<file path="src/rtl/muldiv_pkg.sv">
// Shared encodings for the iterative multiply/divide unit.
package muldiv_pkg;

  // Operation codes presented on the op bus
  typedef enum logic [2:0] {
    MD_MULT  = 3'b000,
    MD_MULTU = 3'b001,
    MD_DIV   = 3'b010,
    MD_DIVU  = 3'b011,
    MD_MTHI  = 3'b100,
    MD_MTLO  = 3'b101
  } md_op_e;

  // Control FSM states
  typedef enum logic [1:0] {
    IDLE = 2'b00,
    CALC = 2'b01,
    FIN  = 2'b10
  } md_state_e;

endpackage

</file>
<file path="src/rtl/muldiv_if.sv">
// Request/response bundle between the execute stage and the mul/div unit.
interface muldiv_if #(
  parameter int WIDTH = 32
);
  logic             op_valid;
  logic             op_ready;
  logic [2:0]       op;
  logic [WIDTH-1:0] src_a;
  logic [WIDTH-1:0] src_b;
  logic             flush;
  logic             busy;
  logic             done;
  logic [WIDTH-1:0] hi;
  logic [WIDTH-1:0] lo;

  modport master (
    output op_valid, op, src_a, src_b, flush,
    input  op_ready, busy, done, hi, lo
  );

  modport slave (
    input  op_valid, op, src_a, src_b, flush,
    output op_ready, busy, done, hi, lo
  );
endinterface

</file>
<file path="src/rtl/muldiv_iter_core.sv">
// Unsigned radix-2 datapath: shift-add multiply and restoring divide.
// One shared 2*WIDTH accumulator: upper half is partial product / remainder,
// lower half is the multiplier / dividend being shifted out and replaced by
// product bits / quotient bits.
module muldiv_iter_core
  import muldiv_pkg::*;
#(
  parameter int WIDTH = 32
) (
  input  logic               clk,
  input  logic               resetn,
  input  logic               start,
  input  logic               run,
  input  logic               is_div,
  input  logic [WIDTH-1:0]   a_mag,
  input  logic [WIDTH-1:0]   b_mag,
  output logic               last,
  output logic [2*WIDTH-1:0] acc
);
  localparam int CNT_W = $clog2(WIDTH + 1);

  logic [2*WIDTH-1:0] acc_r;
  logic [WIDTH-1:0]   opb_r;
  logic               is_div_r;
  logic [CNT_W-1:0]   cnt_r;

  logic [WIDTH:0]       add_s;
  logic [WIDTH:0]       shl_s;
  logic [WIDTH-1:0]     diff_s;
  logic                 ge_s;
  logic [2*WIDTH-1:0]   step_s;

  // One iteration of either algorithm, selected by the latched op kind
  always_comb begin
    add_s  = {1'b0, acc_r[2*WIDTH-1:WIDTH]} +
             (acc_r[0] ? {1'b0, opb_r} : {(WIDTH+1){1'b0}});
    shl_s  = {acc_r[2*WIDTH-1:WIDTH], acc_r[WIDTH-1]};
    ge_s   = (shl_s >= {1'b0, opb_r});
    diff_s = shl_s[WIDTH-1:0] - opb_r;
    if (is_div_r) begin
      if (ge_s) begin
        step_s = {diff_s, acc_r[WIDTH-2:0], 1'b1};
      end else begin
        step_s = {shl_s[WIDTH-1:0], acc_r[WIDTH-2:0], 1'b0};
      end
    end else begin
      step_s = {add_s, acc_r[WIDTH-1:1]};
    end
  end

  // Operand load on start, one iteration per cycle while running
  always_ff @(posedge clk or negedge resetn) begin
    if (!resetn) begin
      acc_r    <= {(2*WIDTH){1'b0}};
      opb_r    <= {WIDTH{1'b0}};
      is_div_r <= 1'b0;
      cnt_r    <= {CNT_W{1'b0}};
    end else if (start) begin
      acc_r    <= {{WIDTH{1'b0}}, (is_div ? a_mag : b_mag)};
      opb_r    <= is_div ? b_mag : a_mag;
      is_div_r <= is_div;
      cnt_r    <= {CNT_W{1'b0}};
    end else if (run) begin
      acc_r    <= step_s;
      cnt_r    <= cnt_r + {{(CNT_W-1){1'b0}}, 1'b1};
    end else begin
      acc_r    <= acc_r;
      cnt_r    <= cnt_r;
    end
  end

  assign last = (cnt_r == CNT_W'(WIDTH - 1));
  assign acc  = acc_r;

endmodule

</file>
<file path="src/rtl/muldiv_unit.sv">
// Iterative multiply/divide unit with architectural HI/LO registers.
// Operands are reduced to magnitudes on accept; signs are re-applied in FIN.
module muldiv_unit
  import muldiv_pkg::*;
#(
  parameter int WIDTH = 32
) (
  input  logic     clk,
  input  logic     resetn,
  muldiv_if.slave  bus
);
  md_state_e        state_r;
  logic [WIDTH-1:0] hi_r;
  logic [WIDTH-1:0] lo_r;
  logic             done_r;
  logic             ready_r;
  logic             busy_r;
  logic             neg_res_r;
  logic             neg_rem_r;
  logic             div0_r;
  logic             is_div_r;

  logic               accept_s;
  logic               start_s;
  logic               run_s;
  logic               sgn_op_s;
  logic               div_op_s;
  logic               a_neg_s;
  logic               b_neg_s;
  logic [WIDTH-1:0]   a_mag_s;
  logic [WIDTH-1:0]   b_mag_s;
  logic               last_s;
  logic [2*WIDTH-1:0] acc_s;
  logic [2*WIDTH-1:0] prod_s;
  logic [WIDTH-1:0]   quot_s;
  logic [WIDTH-1:0]   rem_s;

  // Request decode and operand magnitudes
  always_comb begin
    accept_s = bus.op_valid && ready_r && !bus.flush;
    start_s  = accept_s && (bus.op[2] == 1'b0);
    run_s    = (state_r == CALC);
    sgn_op_s = (bus.op == MD_MULT) || (bus.op == MD_DIV);
    div_op_s = bus.op[1];
    a_neg_s  = sgn_op_s && bus.src_a[WIDTH-1];
    b_neg_s  = sgn_op_s && bus.src_b[WIDTH-1];
    a_mag_s  = a_neg_s ? -bus.src_a : bus.src_a;
    b_mag_s  = b_neg_s ? -bus.src_b : bus.src_b;
  end

  muldiv_iter_core #(.WIDTH(WIDTH)) u_core (
    .clk    (clk),
    .resetn (resetn),
    .start  (start_s),
    .run    (run_s),
    .is_div (div_op_s),
    .a_mag  (a_mag_s),
    .b_mag  (b_mag_s),
    .last   (last_s),
    .acc    (acc_s)
  );

  // Sign correction of the unsigned core result; divide-by-zero forces LO
  always_comb begin
    prod_s = neg_res_r ? -acc_s : acc_s;
    if (div0_r) begin
      quot_s = {WIDTH{1'b1}};
    end else if (neg_res_r) begin
      quot_s = -acc_s[WIDTH-1:0];
    end else begin
      quot_s = acc_s[WIDTH-1:0];
    end
    if (neg_rem_r) begin
      rem_s = -acc_s[2*WIDTH-1:WIDTH];
    end else begin
      rem_s = acc_s[2*WIDTH-1:WIDTH];
    end
  end

  // Control FSM owning HI/LO, status outputs and latched sign flags
  always_ff @(posedge clk or negedge resetn) begin
    if (!resetn) begin
      state_r   <= IDLE;
      hi_r      <= {WIDTH{1'b0}};
      lo_r      <= {WIDTH{1'b0}};
      done_r    <= 1'b0;
      ready_r   <= 1'b1;
      busy_r    <= 1'b0;
      neg_res_r <= 1'b0;
      neg_rem_r <= 1'b0;
      div0_r    <= 1'b0;
      is_div_r  <= 1'b0;
    end else begin
      done_r <= 1'b0;
      case (state_r)
        IDLE: begin
          if (accept_s) begin
            case (bus.op)
              MD_MTHI: hi_r <= bus.src_a;
              MD_MTLO: lo_r <= bus.src_a;
              MD_MULT, MD_MULTU, MD_DIV, MD_DIVU: begin
                neg_res_r <= a_neg_s ^ b_neg_s;
                neg_rem_r <= a_neg_s;
                div0_r    <= div_op_s && (bus.src_b == {WIDTH{1'b0}});
                is_div_r  <= div_op_s;
                state_r   <= CALC;
                ready_r   <= 1'b0;
                busy_r    <= 1'b1;
              end
              default: begin
                state_r <= IDLE;
              end
            endcase
          end
        end
        CALC: begin
          if (bus.flush) begin
            state_r <= IDLE;
            ready_r <= 1'b1;
            busy_r  <= 1'b0;
          end else if (last_s) begin
            state_r <= FIN;
          end
        end
        FIN: begin
          state_r <= IDLE;
          ready_r <= 1'b1;
          busy_r  <= 1'b0;
          if (!bus.flush) begin
            done_r <= 1'b1;
            if (is_div_r) begin
              hi_r <= rem_s;
              lo_r <= quot_s;
            end else begin
              hi_r <= prod_s[2*WIDTH-1:WIDTH];
              lo_r <= prod_s[WIDTH-1:0];
            end
          end
        end
        default: begin
          state_r <= IDLE;
          ready_r <= 1'b1;
          busy_r  <= 1'b0;
        end
      endcase
    end
  end

  assign bus.op_ready = ready_r;
  assign bus.busy     = busy_r;
  assign bus.done     = done_r;
  assign bus.hi       = hi_r;
  assign bus.lo       = lo_r;

endmodule
</file>
<file path="src/flat_wrapper.sv">
// flat-port wrapper written by rule: the top's interface ports become plain ports
module muldiv_unit_flat import muldiv_pkg::*;
#(
  parameter int WIDTH = 32
)
  (clk, resetn, bus_op_valid, bus_op, bus_src_a, bus_src_b, bus_flush, bus_op_ready, bus_busy, bus_done, bus_hi, bus_lo);
  muldiv_if #(.WIDTH(WIDTH)) bus_i ();
  input  logic clk;
  input  logic resetn;
  input wire logic [$bits(bus_i.op_valid)-1:0] bus_op_valid;
  input wire logic [$bits(bus_i.op)-1:0] bus_op;
  input wire logic [$bits(bus_i.src_a)-1:0] bus_src_a;
  input wire logic [$bits(bus_i.src_b)-1:0] bus_src_b;
  input wire logic [$bits(bus_i.flush)-1:0] bus_flush;
  output wire logic [$bits(bus_i.op_ready)-1:0] bus_op_ready;
  output wire logic [$bits(bus_i.busy)-1:0] bus_busy;
  output wire logic [$bits(bus_i.done)-1:0] bus_done;
  output wire logic [$bits(bus_i.hi)-1:0] bus_hi;
  output wire logic [$bits(bus_i.lo)-1:0] bus_lo;
  assign bus_i.op_valid = bus_op_valid;
  assign bus_i.op = bus_op;
  assign bus_i.src_a = bus_src_a;
  assign bus_i.src_b = bus_src_b;
  assign bus_i.flush = bus_flush;
  assign bus_op_ready = bus_i.op_ready;
  assign bus_busy = bus_i.busy;
  assign bus_done = bus_i.done;
  assign bus_hi = bus_i.hi;
  assign bus_lo = bus_i.lo;
  muldiv_unit #(.WIDTH(WIDTH)) u_core (.clk(clk), .resetn(resetn), .bus(bus_i));
endmodule
</file>
<file path="config.mk">
export PLATFORM = sky130hd
export DESIGN_NAME = muldiv_unit_flat
export DESIGN_NICKNAME = d
export VERILOG_FILES = /design/src/rtl/muldiv_pkg.sv /design/src/rtl/muldiv_if.sv /design/src/rtl/muldiv_iter_core.sv /design/src/rtl/muldiv_unit.sv /design/src/flat_wrapper.sv
export SDC_FILE = /design/constraint.sdc
export NUM_CORES = 1
export LEC_CHECK = 0
export BUFFER_PORTS_ARGS = -buffer_cell sky130_fd_sc_hd__buf_4
export CELL_PAD_IN_SITES_DETAIL_PLACEMENT = 1
export CELL_PAD_IN_SITES_GLOBAL_PLACEMENT = 1
export CORE_MARGIN = 10
export CORE_UTILIZATION = 25
export DETAILED_ROUTE_END_ITERATION = 6
export PLACE_DENSITY = 0.51
export SETUP_SLACK_MARGIN = 0.05
export SYNTH_ARGS = -nofsm -noshare
export SYNTH_HDL_FRONTEND = slang
export SYNTH_SLANG_ARGS = --single-unit
export TNS_END_PERCENT = 30
</file>
<file path="constraint.sdc">
create_clock -name clk -period 6 [get_ports clk]
set_input_delay 1.8 -clock clk [delete_from_list [all_inputs] [get_ports clk]]
set_output_delay 1.8 -clock clk [all_outputs]
set_load 0.01 [all_outputs]
</file>
---- Word-level counts from Yosys, hierarchy flattened ----
Cells that the tools add are included.
storage, ports and cells
  register bits ........................... 176
  input port bits ......................... 71
  output and inout port bits .............. 67
  word-level logic and storage cells ...... 101
cells by class
  $add $sub $neg .......................... 8
  $lt $le $gt $ge ......................... 1
  eq/ne operators ......................... 16
  muxes and demuxes ....................... 40
  bitwise logic cells ..................... 2
  reductions and logical operators ........ 20
operators with widths
  kind                   count
  $mux W32               16
  $mux W64               5
  $neg A32 Y32           4
  $pmux W32 S2           2
  $neg A64 Y64           1
  $add A32 B33 Y33       1
  $ge A33 B32 Y1         1
  $logic_not A32 Y1      1
  $sub A32 B32 Y32       1
  $mux W6                2
  $ne A2 B2 Y1 const B   6
  $reduce_and A3 Y1      3
  $mux W1                8
  $pmux W2 S2            2
  $reduce_and A4 Y1      2
  $add A6 B1 Y6 const B  1
  $eq A3 B2 Y1 const B   2
  $eq A3 B3 Y1 const B   2
  $eq A6 B5 Y1 const B   1
  $logic_and A1 B1 Y1    6
  $mux W2                3
  $pmux W1 S2            2
  $reduce_bool A2 Y1     2
  $reduce_or A4 Y1       1
  other kinds (12)       12

---- Longest topological paths before layout ----
  word-level depth ........................ 6
  mapped depth ............................ 14
  mapped depth without buffers ............ 13

---- Hierarchy ----
From an unflattened synthesis, not the netlist that was laid out.
second synthesis, totals
  cells, all modules ...................... 2060
  area total of the unflattened synthesis .. 16163.0 µm²
by module, submodules not included
  module            instances  cells an instance  area each (µm²)  seq. area each (µm²)
  muldiv_iter_core  1          1178               9530.4           2577.5
  muldiv_unit       1          882                6632.6           1828.0

---- Worst setup path before layout ----
OpenSTA, ideal clock, no wires.
  kind .................................... input to register
  start ................................... input bus_src_a[0]
  end ..................................... register u_core.u_core.opb_r[30]
  setup time .............................. 0.140 ns
  data arrival time ....................... 4.065 ns
  required time ........................... 5.860 ns
  slack ................................... 1.795 ns
  stages .................................. 10
  cells stage by stage .................... inv_1 ha_1 or4b_2 nor4b_1 nand2_1 nor3_1 nand2_1 o21ai_0 xor2_1 o221ai_1
on the way
  word-level cells in the longest chain between the ends .. 3
ends and longest elaborated chain
  element                 line                    text
  start: declaration      flat_wrapper.sv:12      input wire logic [$bits(bus_i.src_a)-1:0] bus_src_a;
  $neg A32 Y32            muldiv_unit.sv:47       a_mag_s = a_neg_s ? -bus.src_a : bus.src_a;
  $mux W32                muldiv_unit.sv:47
  $mux W32                muldiv_iter_core.sv:60  opb_r <= is_div ? b_mag : a_mag;
  end signal: assignment  muldiv_iter_core.sv:55  opb_r <= {WIDTH{1'b0}};
  end signal: assignment  muldiv_iter_core.sv:60
  end: declaration        muldiv_iter_core.sv:23  logic [WIDTH-1:0] opb_r;
Every way passes these cells.
A chain may end at the register's enable or synchronous reset.

---- Worst setup path after layout ----
  start ................................... register u_core.u_core.acc_r[0], in the netlist u_core.u_core.acc[0]
  end ..................................... register u_core.u_core.acc_r[61], in the netlist u_core.u_core.acc[61]
on the way
  word-level cells in the longest chain between the ends .. 5
ends and longest elaborated chain
  element                   line                    text
  start: declaration        muldiv_iter_core.sv:22  logic [2*WIDTH-1:0] acc_r;
  start signal: assignment  muldiv_iter_core.sv:54  acc_r <= {(2*WIDTH){1'b0}};
  start signal: assignment  muldiv_iter_core.sv:59  acc_r <= {{WIDTH{1'b0}}, (is_div ? a_mag : b_mag)};
  start signal: assignment  muldiv_iter_core.sv:64  acc_r <= step_s;
  $mux W32                  muldiv_iter_core.sv:36  (acc_r[0] ? {1'b0, opb_r} : {(WIDTH+1){1'b0}});
  $add A32 B33 Y33          muldiv_iter_core.sv:35  add_s = {1'b0, acc_r[2*WIDTH-1:WIDTH]} +
  $mux W64                  muldiv_iter_core.sv:40  if (is_div_r) begin
  $mux W64                  muldiv_iter_core.sv:63  end else if (run) begin
  $mux W64                  muldiv_iter_core.sv:58  end else if (start) begin
Every way passes these cells. The select of a mux whose other input is x is not followed.

==> flow_summary.toml <==
[route]
routedWlPerCell_um = 25.2
drt_first_pass_iters = 5
drt_iter0_drc = 1053
routed_wl_um = 72400
via_per_inst = 5.45
vias = 15639
drc = 0
antenna_left = 0

[cts]
postCtsSetupRepairBufs = 0
postCtsHoldBufs = 0
cts_sinks = 176
clk_latency_ns = 0.51
htree_levels = 4
cts_tree = "yes"
cts_buffer_depth = 2
cts_buffers = 17
cts-root-buf = "clkbuf_16"
cts_resized = 0
cts.reportedPaths.clkPinSlew_ns = 0.08

[critical_path]
worst_r2r_endpoint = "u_core.u_core.acc[61]"
reg2reg_setup_slack_ns = 1.64
r2r-start = "u_core.u_core.acc[0]"
critPathKind = "flop to flop"
cp.arrival_ns = 4.79
cp_data_required_time_ns = 6.42
critPathLaunch = "u_core.u_core.acc[0]"
crit_path_start_kind = "flop"
crit_path_end_kind = "flop"
crit_fanout = 14
reg2reg_depth = 12

[grt]
antenna_found_initial = 1
grt_pass1_vias = 15861
grt_max_degree = 88
grt_overflow = 0
grt_pass1_wl_um = 107000
track_usage_pct = 20.0

[place]
pre_cts_ws_ns = 1.34
place_inst = 2839
postPlaceCellArea_um2 = 17100
place_congestion = 0.929
port_buffers = 137
hpwl_um = 57100

[layout]
ff_latch_area_um2 = 4410
fin_util_pct = 29.2
nets = 2218
final_cell_area_um2 = 17700
layout-drive-gt1-share_pct = 11.3
mostFrequentLayoutCell = "nand2_1"
multi_input_comb_area_um2 = 10200
layoutNonFillerInstCount = 2872
area_growth_pct = 15.2
final_cell_mix = "nand2_1, o21ai_0, nor2_1"
num-fill-cells = 7321

[min_path]
holdPathEnd = "u_core.bus.lo[19]"
worstHoldPathType = "flop to flop"
min_from = "u_core.bus.lo[19]"
hold_depth = 2

[run_status]
status = "completed"

[synthesis]
synthTopCellsByArea = "dfrtp_1, o21ai_0, nand2_1"
syn-num-nets = 2169
netlist_area_um2 = 15400
synthFlopType = "dfrtp_1"
synth-seq-cells = 176
yosysTopAreaCellShare_pct = 28.5
synth_cells = 2027
ys_warn_count = 0
synth_edf_count = 0
async_reset_ff_share_pct = 100
netlist-cell-type-count = 72
synth_seq_area_share_pct = 28.7
synth_area_leader_cell = "dfrtp_1"
avgSynthCellArea_um2 = 7.58

[power_and_ir_drop]
swShare_pct = 50.5
p_comb_share_pct = 56.3
p_per_area_nw_per_um2 = 434
power_mw = 7.69
vdd_drop_max_v = 0.000193
p_int_mw = 3.81
pwr-share-seq_pct = 28.0
power.share.clock_pct = 15.7
switchingPower_mw = 3.88
leakagePower_nw = 7.50

[timing]
finalSetupTns_ns = 0
finalWorstPathRequiredPeriod_ns = 4.36
slew_violations = 0
worstMarginPinSlew_ns = 1.09
finalHoldViolCount = 0
fin_ws_ns = 1.64
skew_ns = 0.0241
rsz0062_at_grt = "false"
max_slew_margin_pct = 26.9
whs_ns = 0.483
clock.fmax_mhz = 229
fin_crit_sh_pct = 72.7
finalSetupViolations = 0

[die]
rows = 90
design.core.area_um2 = 60600
io_pins = 138
die_h_um = 268
initial_utilization_pct = 25.4
die_area_um2 = 71800
die_x_um = 268

[job]
max_cap_violations = 0
==> worst max-delay path: stages (launching register included) <==
cell and delay (ns):
dfrtp_1 0.54, inv_1 0.58, nor2_1 0.12, ha_1 0.36, nand2b_1 0.12, a21oi_1 0.25
a21oi_1 0.19, o21ai_0 0.82, a21oi_1 0.34, o21ai_0 0.33, xor2_1 0.31, o21ai_0 0.12
a21oi_1 0.19
==> state kept, by name, summed over array words and instances (netlist names) <==
register and count:
u_core.u_core.acc 64, u_core.bus.hi 32, u_core.bus.lo 32, u_core.u_core.opb_r 32, u_core.u_core.cnt_r 6, u_core.state_r 2
u_core.bus.busy 1, u_core.bus.done 1, u_core.bus.op_ready 1, u_core.div0_r 1, u_core.is_div_r 1, u_core.neg_rem_r 1
u_core.neg_res_r 1, u_core.u_core.is_div_r 1
==> layer usage <==
layer / GRT usage [%] / wire length, um / part of all wire (%)
met4: 7.59 / 2290 / 3.2
met3: 2.75 / 3200 / 4.4
met1: 26.7 / 33800 / 47
met2: 32.2 / 33100 / 46
met5: 0 / 0 / 0
==> logic make-up (layout without fill, tap and decap cells) <==
kind of cell | count (synthesis) | after routing | synth area share [%]
buffers and inverters | 203 | 265 | 5.15
AO/OA/AOI/OAI | 682 | 682 | 26.8
flip-flops | 176 | 176 | 28.7
AND/OR/NAND/NOR | 660 | 660 | 19.6
multiplexers | 60 | 60 | 3.94
XOR/XNOR | 175 | 175 | 9.97
adder cells (fa/ha/maj) | 71 | 71 | 5.88
other | 0 | 1 | 0
==> worst max-delay path by stage <==
| stage | to | cells after the start |
|---|---|---|
| final | u_core.u_core.acc[61] | 12 |
| after global routing | u_core.u_core.acc[61] | 12 |
| after CTS | u_core.u_core.acc[61] | 12 |
| after detailed placement | u_core.u_core.opb_r[30] | 12 |
| after global placement | u_core.u_core.opb_r[30] | 12 |
| after floorplan | u_core.u_core.opb_r[30] | 10 |
==> layout make-up <==
class | instances | share of cell area, %
Inverter | 64 | 1.36
Tap cell | 782 | 5.52
Clock inverter | 12 | 0.848
Sequential cell | 176 | 24.9
Timing Repair Buffer | 169 | 7.20
Antenna cell | 1 | 0.0141
Multi-Input combinational cell | 1648 | 57.7
Clock buffer | 20 | 2.47
==> synth_stat cells, types with 7 or more instances <==
cell / instances
xnor2_1: 98
nor4_1: 15
and2_1: 10
nand2b_1: 20
o21bai_1: 13
o31ai_1: 31
and3_1: 21
xor2_1: 77
o221ai_1: 15
a21o_1: 29
o22ai_1: 38
nor2_1: 190
buf_1: 11
o211ai_1: 38
o21ai_0: 217
nand3_1: 26
clkbuf_1: 119
a21oi_1: 183
nor2b_1: 13
mux2i_1: 56
a22oi_1: 8
dfrtp_1: 175
nor3_1: 40
nand4_1: 18
a31oi_1: 23
or4_1: 12
a211oi_1: 21
or3_1: 18
inv_1: 64
ha_1: 69
o21a_1: 17
o41ai_1: 7
nand2_1: 250
==> power by group through the flow <==
stage | registers (mW) | clock network (mW) | logic, mW
after floorplan | 1.79 | 0 | 3.09
after global placement | 2.14 | 0 | 4.26
after detailed placement | 2.15 | 0 | 4.30
after CTS | 2.12 | 1.25 | 4.33
after global routing | 2.18 | 1.29 | 4.79
final | 2.15 | 1.21 | 4.33
(Power assumes the default switching activity.)
